`src/rtl/cpu_pkg.sv`:
```
// Shared CPU definitions: datapath width, fetch FSM encoding and the
// address-alignment helper used by the fetch stage.
package cpu_pkg;

    localparam int XLEN        = 32;
    localparam int INSTR_BYTES = 4;

    localparam logic [XLEN-1:0] RESET_PC_DEFAULT = 32'h0000_0000;

    typedef enum logic [1:0] {
        IDLE = 2'd0,
        REQ  = 2'd1,
        WAIT = 2'd2,
        FULL = 2'd3
    } fetch_state_t;

    // Clears the byte-offset bits so every fetch address is word aligned.
    function automatic logic [XLEN-1:0] word_align(input logic [XLEN-1:0] addr);
        return addr & ~(XLEN'(INSTR_BYTES - 1));
    endfunction

endpackage

```
`src/rtl/instruction_fetch.sv`:
```
// RV32I fetch stage: one outstanding word read at a time, redirect handling
// with wrong-path response discard, and a valid/ready port to the decoder.
module instruction_fetch
    import cpu_pkg::*;
#(
    parameter logic [XLEN-1:0] RESET_PC = RESET_PC_DEFAULT
) (
    input  logic            clk,
    input  logic            rst_n,
    input  logic            redirect_valid,
    input  logic [XLEN-1:0] redirect_pc,
    output logic            mem_req_valid,
    input  logic            mem_req_ready,
    output logic [XLEN-1:0] mem_req_addr,
    input  logic            mem_resp_valid,
    input  logic [XLEN-1:0] mem_resp_data,
    output logic            instr_valid,
    input  logic            instr_ready,
    output logic [XLEN-1:0] instruction,
    output logic [XLEN-1:0] instr_pc
);

    fetch_state_t    state_reg, state_next;
    logic [XLEN-1:0] pc_reg, pc_next;
    logic [XLEN-1:0] instr_q_reg, instr_q_next;
    logic [XLEN-1:0] pc_q_reg, pc_q_next;
    logic            drop_reg, drop_next;

    logic            req_fire;
    logic            resp_fire;
    logic            discard_resp;
    logic [XLEN-1:0] redirect_target;

    assign req_fire        = (state_reg == REQ) && mem_req_ready;
    assign resp_fire       = (state_reg == WAIT) && mem_resp_valid;
    // A response is thrown away if it belongs to an older path or a redirect lands with it.
    assign discard_resp    = drop_reg || redirect_valid;
    assign redirect_target = word_align(redirect_pc);

    // State and datapath registers
    always_ff @(posedge clk or negedge rst_n) begin
        if (!rst_n) begin
            state_reg   <= IDLE;
            pc_reg      <= RESET_PC;
            instr_q_reg <= '0;
            pc_q_reg    <= '0;
            drop_reg    <= 1'b0;
        end else begin
            state_reg   <= state_next;
            pc_reg      <= pc_next;
            instr_q_reg <= instr_q_next;
            pc_q_reg    <= pc_q_next;
            drop_reg    <= drop_next;
        end
    end

    // Next-state logic
    always_comb begin
        state_next = state_reg;
        unique case (state_reg)
            IDLE: state_next = REQ;
            REQ: begin
                if (req_fire) state_next = WAIT;
            end
            WAIT: begin
                if (mem_resp_valid) state_next = discard_resp ? REQ : FULL;
            end
            FULL: begin
                // With no redirect instr_valid is high, so instr_ready alone completes the transfer.
                if (redirect_valid || instr_ready) state_next = REQ;
            end
            default: state_next = IDLE;
        endcase
    end

    // Datapath next values
    always_comb begin
        pc_next      = pc_reg;
        pc_q_next    = pc_q_reg;
        instr_q_next = instr_q_reg;
        drop_next    = drop_reg;

        if (req_fire) begin
            pc_q_next = pc_reg;
            pc_next   = pc_reg + XLEN'(INSTR_BYTES);
        end

        if (resp_fire) begin
            if (discard_resp) drop_next = 1'b0;
            else              instr_q_next = mem_resp_data;
        end

        if (redirect_valid) begin
            pc_next = redirect_target;
            // A read is (or is about to be) in flight on the old path and must be ignored.
            if (req_fire || ((state_reg == WAIT) && !mem_resp_valid)) drop_next = 1'b1;
        end
    end

    // Outputs
    always_comb begin
        mem_req_valid = (state_reg == REQ);
        mem_req_addr  = pc_reg;
        instr_valid   = (state_reg == FULL) && !redirect_valid;
        instruction   = instr_q_reg;
        instr_pc      = pc_q_reg;
    end

    // Memory must only answer while a request is outstanding.
    resp_only_in_wait: assert property (
        @(posedge clk) disable iff (!rst_n) mem_resp_valid |-> (state_reg == WAIT)
    );

    // Single outstanding request: no new request may be presented while waiting.
    no_req_while_busy: assert property (
        @(posedge clk) disable iff (!rst_n) (state_reg == WAIT) |-> !mem_req_valid
    );

endmodule
```
`config.mk`:
```
export PLATFORM = sky130hd
export DESIGN_NAME = instruction_fetch
export DESIGN_NICKNAME = d
export VERILOG_FILES = /design/src/rtl/cpu_pkg.sv /design/src/rtl/instruction_fetch.sv
export SDC_FILE = /design/constraint.sdc
export NUM_CORES = 1
export LEC_CHECK = 0
export BUFFER_PORTS_ARGS = -buffer_cell sky130_fd_sc_hd__buf_2
export CAP_MARGIN = 15
export CORE_ASPECT_RATIO = 1.2
export CORE_MARGIN = 2
export CORE_UTILIZATION = 45
export DETAILED_ROUTE_END_ITERATION = 8
export PLACE_DENSITY_LB_ADDON = 0.12
export SETUP_SLACK_MARGIN = 0.4
export SKIP_LAST_GASP = 1
export SYNTH_ARGS = -nofsm -noshare
export SYNTH_HDL_FRONTEND = slang
export SYNTH_SLANG_ARGS = --single-unit
```
`constraint.sdc`:
```
create_clock -name clk -period 2.7 [get_ports clk]
set_input_delay 0.27 -clock clk [delete_from_list [all_inputs] [get_ports clk]]
set_output_delay 0.27 -clock clk [all_outputs]
set_load 0.02 [all_outputs]
```
==> results of run 1 <==
where the power goes:
part	leakage (nW)	total (mW)	switching (mW)	internal, mW
registers	1.16	2.21	0.289	1.92
logic	1.37	2.05	1.18	0.869
clock network	0.0936	0.917	0.463	0.454
cells by family (layout without fill, tap and decap cells):
family          Yosys count  in the layout
xor+xnor                 11             11
fa+ha+maj                 4              4
flops                    95             95
other cells               1              4
buf+inv                  34            196
compound gates           59             59
mux                      59             59
simple gates            100            100
cells in the mapped netlist, drive strengths merged:
library cell,count,area [sq um]
nor4b,1,8.76
nand3,12,65.1
o32ai,1,8.76
o31ai,11,82.6
nor4bb,1,10.0
and4,2,18.8
a21oi,2,10.0
nand4,8,50.1
mux2i,1,10.0
mux2,58,653
nand2,24,90.1
or3,6,37.5
xnor2,8,70.1
nor2,21,78.8
and2,2,12.5
and3,5,31.3
xor2,3,26.3
buf,11,67.6
nand2b,2,12.5
conb,1,3.75
a31o,1,8.76
inv,9,33.8
a21o,1,7.51
clkbuf,14,52.6
a31oi,18,113
o21ai,25,125
or4,13,97.6
ha,4,50.1
dfrtp,95,2380
nor3,3,15.0
placed cells by master, fill, tap and decap left out, types with 3 or more instances in the layout:
| cell type | Yosys | final |
|---|---|---|
| and3_1 | 5 | 5 |
| inv_1 | 8 | 7 |
| conb_1 | 1 | 4 |
| nand4_1 | 8 | 8 |
| or3_1 | 6 | 6 |
| o31ai_1 | 11 | 11 |
| nor3_1 | 3 | 3 |
| mux2_2 | 58 | 58 |
| a31oi_1 | 18 | 18 |
| xnor2_1 | 8 | 8 |
| dfrtp_1 | 95 | 94 |
| clkbuf_1 | 14 | 3 |
| nand3_1 | 11 | 10 |
| nor2_1 | 21 | 21 |
| o21ai_0 | 25 | 25 |
| buf_2 | 3 | 160 |
| buf_4 | 4 | 7 |
| clkbuf_8 | 0 | 10 |
| or4_1 | 13 | 11 |
| xor2_1 | 3 | 3 |
| ha_1 | 4 | 3 |
| buf_12 | 0 | 3 |
| nand2_1 | 24 | 24 |
area by class of cell:
| type | instances | area [sq um] | area share, % |
|---|---|---|---|
| clock inverter | 3 | 42.5 | 0.784 |
| inverter | 9 | 33.8 | 0.623 |
| timing repair buffer | 171 | 923 | 17.0 |
| clock buffer | 13 | 149 | 2.74 |
| sequential | 95 | 2380 | 43.8 |
| multi-input combinational | 237 | 1750 | 32.2 |
| tap | 120 | 150 | 2.77 |
metrics by stage:
stage / power (mW) / cells / utilization (%)
after floorplan: 3.51 / 366 / -
after global placement: 4.22 / 629 / 57.0
after detailed placement: 4.28 / 629 / 57.0
after CTS: 5.23 / 646 / 59.4
after global routing: 5.50 / 648 / 59.7
final: 5.18 / 648 / 59.7
tightest hold or removal path, delay by kind of cell:
| family | cells | cell delay [ns] |
|---|---|---|
| AND/OR/NAND/NOR | 1 | 0.04 |
| AO/OA/AOI/OAI | 1 | 0.05 |
| buffers and inverters | 1 | 0.07 |
how the worst max path moves through the flow:
| stage | from | cells past startpoint | slack (ns) | to |
|---|---|---|---|---|
| after floorplan | state_reg[1] | 9 | 0.41 | mem_req_addr[20] |
| after global placement | state_reg[1] | 6 | 0.36 | mem_req_addr[31] |
| after detailed placement | state_reg[1] | 6 | 0.27 | mem_req_addr[31] |
| after CTS | state_reg[1] | 7 | 0.41 | mem_req_addr[22] |
| after global routing | state_reg[1] | 6 | 0.44 | mem_req_addr[31] |
| final | state_reg[1] | 6 | 0.53 | mem_req_addr[31] |
timing repair:
action,in CTS,in global routing
endpoints found under the setup margin,12,6
pin swaps,0,2
gates cloned,0,0
resized for setup,3,6
endpoints found under the hold margin,42,0
buffers inserted,0,2
hold buffers,1,0
layer usage:
| layer | global-route usage [%] | vias up | routed length [um] |
|---|---|---|---|
| li1 | - | 1627 | - |
| met1 | 24.1 | 1613 | 4130 |
| met2 | 33.4 | 112 | 4810 |
| met3 | 4.08 | 11 | 601 |
| met4 | 9.06 | 0 | 145 |
| met5 | 0 | - | 0 |
==> flow_summary_export.csv, run 1 <==
group,metric,value,unit
global_route,antenna_found_initial,0,
synthesis,syn-instance-count,363,
synthesis,synthMuxAreaShare,15.7,%
critical_path,r2r_setup_slack,0.53,ns
synthesis,yosys_warnings,0,
critical_path,r2r_start,"state_reg[1]",
clocking,root_buffer,"clkbuf_8",
synthesis,synth_xor_xnor_area_share,2.28,%
clocking,insertion_delay,0.36,ns
drt,via_per_inst,5.19,
critical_path,max_stage_delay,0.57,ns
timing,max_freq,460,MHz
critical_path,cp_num_buf_inv,1,
drt,dr.pass1.iters,4,
run,drv_cap,0,
clocking,clk_pin_slew,0.08,ns
critical_path,crit_chain,"inv_2 -> ha_4 -> nand4_1 -> or4_4 -> or4_1 -> a31oi_1",
floorplanning,coreArea,9080,sq um
clocking,h-tree-depth,3,
finish,postLayoutCellArea,5430,sq um
timing,setup_tns,0,ns
power,vdd_drop_max,0.511,mV
floorplanning,dieArea,10200,sq um
timing,slew_viol_final,0,
critical_path,endpoint_kind,"flip-flop",
critical_path,cp.arrival,2.45,ns
critical_path,startpoint_type,"flip-flop",
timing,tightest_slew,0.583,ns
floorplanning,die_y,110,um
global_route,grt_usage,19.6,%
finish,nNetsFinal,597,
worst_hold_path,hold_class,"in -> reg",
global_route,grt_remaining_overflow,0,
place,dp_hpwl,7.05,mm
synthesis,postSynthAreaPerCell,11.6,sq um
synthesis,yosys.area_share.simple,12.5,%
timing,fin_crit_sh,80.5,%
synthesis,synth_area,4230,sq um
critical_path,critPathSlowestCell,"or4_4",
worst_hold_path,holdPathEnd,"mem_req_addr[2]",
synthesis,synth-adder-area-share,1.18,%
critical_path,critical-path-top-delay-family,"simple AND/OR/NAND/NOR gates",
worst_hold_path,min_from,"redirect_pc[2]",
synthesis,yosysSeqAreaShare,56.2,%
critical_path,crit_required,2.98,ns
global_route,grt_pass1_wl,15.5,mm
place,gp_congestion,0.774,
place,pre_cts_ws,0.270,ns
drt,ant_nets,0,
synthesis,ys_ff_latch,95,
critical_path,cp_max_fo,18,
clocking,cts_buffer_depth,2,
timing,fin_worst_skew,0.00603,ns
critical_path,worstReg2RegEnd,"mem_req_addr[31]",
finish,final.fill_count,813,
timing,holdWs,0.112,ns
critical_path,critPathKind,"reg -> reg",
timing,worst_slack,0.525,ns
power,p_leak,2.62,nW
critical_path,r2r_cells,6,
floorplanning,ioPinCount,168,
drt,vias,3363,
synthesis,yosys.cell_types.count,36,
status,status,"complete, no violations",
global_route,grt_max_degree,45,
finish,syn2layout_area_growth,28.3,%
place,io_buffers,161,
floorplanning,initial_core_util,46.6,%
finish,layout-drive-gt1-share,47.7,%
floorplanning,chipWidth,92.5,um
floorplanning,rows,38,
synthesis,synth_top_family_by_area,"multiplexers",
global_route,grt_pass1_vias,3201,
timing,rsz0062_at_grt,"no",
clocking,cts_made_buffers,9,
finish,insertedDiodeCount,0,
clocking,clkSinkCount,95,
timing,setup_viol,0,
drt,avgRoutedWirePerCell,14.9,um
timing,min_period,2.17,ns
worst_hold_path,holdPathStages,3,
drt,wirelength,9.69,mm
finish,largest_register_ffs,32,
drt,drt-initial-drc-count,166,
timing,slew_headroom,61.1,%
timing,final-hold-violation-count,0,
place,post_dp_cell_area,5170,sq um
synthesis,synth_compound_area_share,8.40,%
clocking,cts_tree,"yes",
power,p_per_area,954,nW/um^2
drt,drc,0,
Power figures use the tool's default switching activity.
==> run 2, diff against run 1 <==
Settings changed: CORE_UTILIZATION 45 to 44.
Clock period 2.7 ns to 1.85 ns, I/O delays scaled along.
==> run 2 against run 1 <==
Effect of this change:
- the run now ends with setup timing left
- combinational power is 80% higher
- count of clock-buffer cells in the layout did not move
- via count is 8.7% higher
- power rose by 66%
- die area is 2.2% higher
- register-to-register slack lost 0.77 ns
- global-route usage increased by 1.9 points
- routed wire length up 16%
- clock power grew 90%
- cell count rose by 8.8%
- worst hold slack worse by 0.060 ns
==> flow_summary_export.csv, run 2 (same netlist as run 1, synthesis figures left out) <==
group,metric,value,unit
status,status,"finished with violations",
status,violations,"setup timing",
global_route,grt_remaining_overflow,0,
timing,fin_worst_skew,0.00654,ns
finish,syn2layout_area_growth,50.1,%
critical_path,cp.arrival,2.36,ns
floorplanning,chipWidth,93.5,um
critical_path,r2r_cells,5,
clocking,cts_made_buffers,9,
finish,stdcell_count,705,
finish,layout-drive-gt1-share,56.2,%
place,dp_hpwl,7.21,mm
critical_path,critPathSlowestCell,"or4_4",
critical_path,r2r_setup_slack,-0.24,ns
critical_path,crit_chain,"nand4_1 -> or4_4 -> buf_8 -> or4_4 -> a31oi_4",
critical_path,critical-path-top-delay-family,"simple AND/OR/NAND/NOR gates",
finish,seq_area,2380,sq um
finish,final_common_cell,"buf_2",
finish,final.fill_count,735,
place,io_buffers,161,
clocking,cts_tree,"yes",
place,post_dp_cell_area,5440,sq um
global_route,grt_pass1_wl,17.8,mm
place,dp.cells,663,
drt,wirelength,11.2,mm
finish,multiInputGateArea,1970,sq um
finish,fin_util,67.4,%
critical_path,crit_top_cell,"or4_4",
finish,largest_register_ffs,32,
critical_path,worstReg2RegEnd,"mem_req_addr[29]",
finish,most-common-layout-cells,"buf_2 (158), dfrtp_1 (95), mux2_2 (41)",
critical_path,r2r_start,"mem_req_addr[7]",
power,vdd_drop_max,0.908,mV
finish,nNetsFinal,651,
clocking,clk_pin_slew,0.06,ns
power,p_leak,3.10,nW
drt,route.met2.wl,5.70,mm
global_route,grt_pass1_vias,3733,
run,drv_cap,0,
drt,wl_met3,498,um
clocking,h-tree-depth,3,
worst_hold_path,holdPathStages,3,
timing,max_freq,478,MHz
drt,top_layer_used,"met4",
critical_path,crit_path_end,"mem_req_addr[29]",
floorplanning,initial_core_util,44.9,%
critical_path,critPathKind,"reg -> reg",
floorplanning,die_y,111,um
drt,drc,0,
critical_path,cp.depth,5,
critical_path,startpoint_type,"flip-flop",
timing,worst_slack,-0.242,ns
drt,dr.pass1.iters,4,
finish,insertedDiodeCount,0,
critical_path,cp_max_fo,7,
place,gp_congestion,0.765,
drt,wl_met1,4.82,mm
global_route,grt_usage,21.5,%
critical_path,cp_num_buf_inv,1,
place,pre_cts_ws,-0.199,ns
drt,drt-initial-drc-count,113,
global_route,antenna_found_initial,0,
drt,ant_nets,0,
drt,avgRoutedWirePerCell,15.9,um
clocking,insertion_delay,0.34,ns
floorplanning,dieArea,10400,sq um
critical_path,crit_required,2.12,ns
timing,rsz0062_at_grt,"yes",
critical_path,endpoint_kind,"flip-flop",
timing,slew_viol_final,0,
floorplanning,ioPinCount,168,
floorplanning,coreArea,9420,sq um
critical_path,crit_start,"mem_req_addr[7]",
power,p_total,8.61,mW
clocking,clkSinkCount,95,
timing,setup_viol,55,
worst_hold_path,hold_class,"in -> reg",
timing,fin_crit_sh,113,%
power,p_per_area,1360,nW/um^2
clocking,root_buffer,"clkbuf_16",
timing,min_period,2.09,ns
timing,final-hold-violation-count,0,
global_route,grt_max_degree,96,
critical_path,max_stage_delay,0.63,ns
drt,vias,3655,
floorplanning,rows,39,
clocking,cts_buffer_depth,2,
finish,postLayoutCellArea,6350,sq um
drt,via_per_inst,5.18,
==> run 2: per-layer routing <==
layer | GRT usage [%] | vias up
met5 | 0 | -
met4 | 8.73 | 0
met3 | 2.98 | 11
met2 | 35.7 | 92
met1 | 28.4 | 1812
li1 | - | 1740
==> run 2: power breakdown <==
group          total, mW  switching [mW]  leakage [nW]  internal [mW]
combinational       3.68            1.96          1.80           1.72
clock               1.74           0.755         0.136          0.981
sequential          3.20           0.394          1.16           2.81
total               8.61            3.11          3.10           5.51
==> run 2: cell type report <==
cell class              instances  area share, %
flip-flops and latches         95           37.5
clock buffers                  13           4.10
clock inverters                 3          0.276
repair buffers                225           24.1
inverters                       9          0.532
well taps                     123           2.42
multi-input cells             237           31.1
==> run 2: how the worst min path moves through the flow <==
| stage | start | to | slack (ns) |
|---|---|---|---|
| 6_report | redirect_pc[8] | mem_req_addr[8] | 0.05 |
| 5_1_grt | mem_resp_data[23] | instruction[23] | 0.07 |
| 4_1_cts | redirect_pc[8] | mem_req_addr[8] | 0.05 |
| 3_5_place_dp | rst_n | instruction[7] | 0.28 |
| 3_3_place_gp | rst_n | instruction[7] | 0.28 |
| 2_1_floorplan | rst_n | drop_reg | -0.11 |
==> run 2: repair_timing <==
| item | in CTS | in global routing |
|---|---|---|
| hold endpoints to repair | 95 | 0 |
| setup endpoints to repair | 70 | 92 |
| hold buffers | 1 | 0 |
| gates cloned | 5 | 0 |
| buffers inserted | 14 | 6 |
| resized for setup | 46 | 42 |
| pin swaps | 12 | 12 |
==> run 2: metrics by stage <==
stage / setup TNS, ns / hold WS, ns
3_3_place_gp: -1.37 / 0.282
3_5_place_dp: -1.90 / 0.279
5_1_grt: -8.85 / 0.0739
2_1_floorplan: -2.89 / -0.111
4_1_cts: -3.20 / 0.0488
6_report: -3.68 / 0.0529
==> run 2: worst reg2reg max path, stage by stage (launching register included) <==
cell and delay, ns:
dfrtp_1 0.36, nand4_1 0.23, or4_4 0.63, buf_8 0.16, or4_4 0.49, a31oi_4 0.14
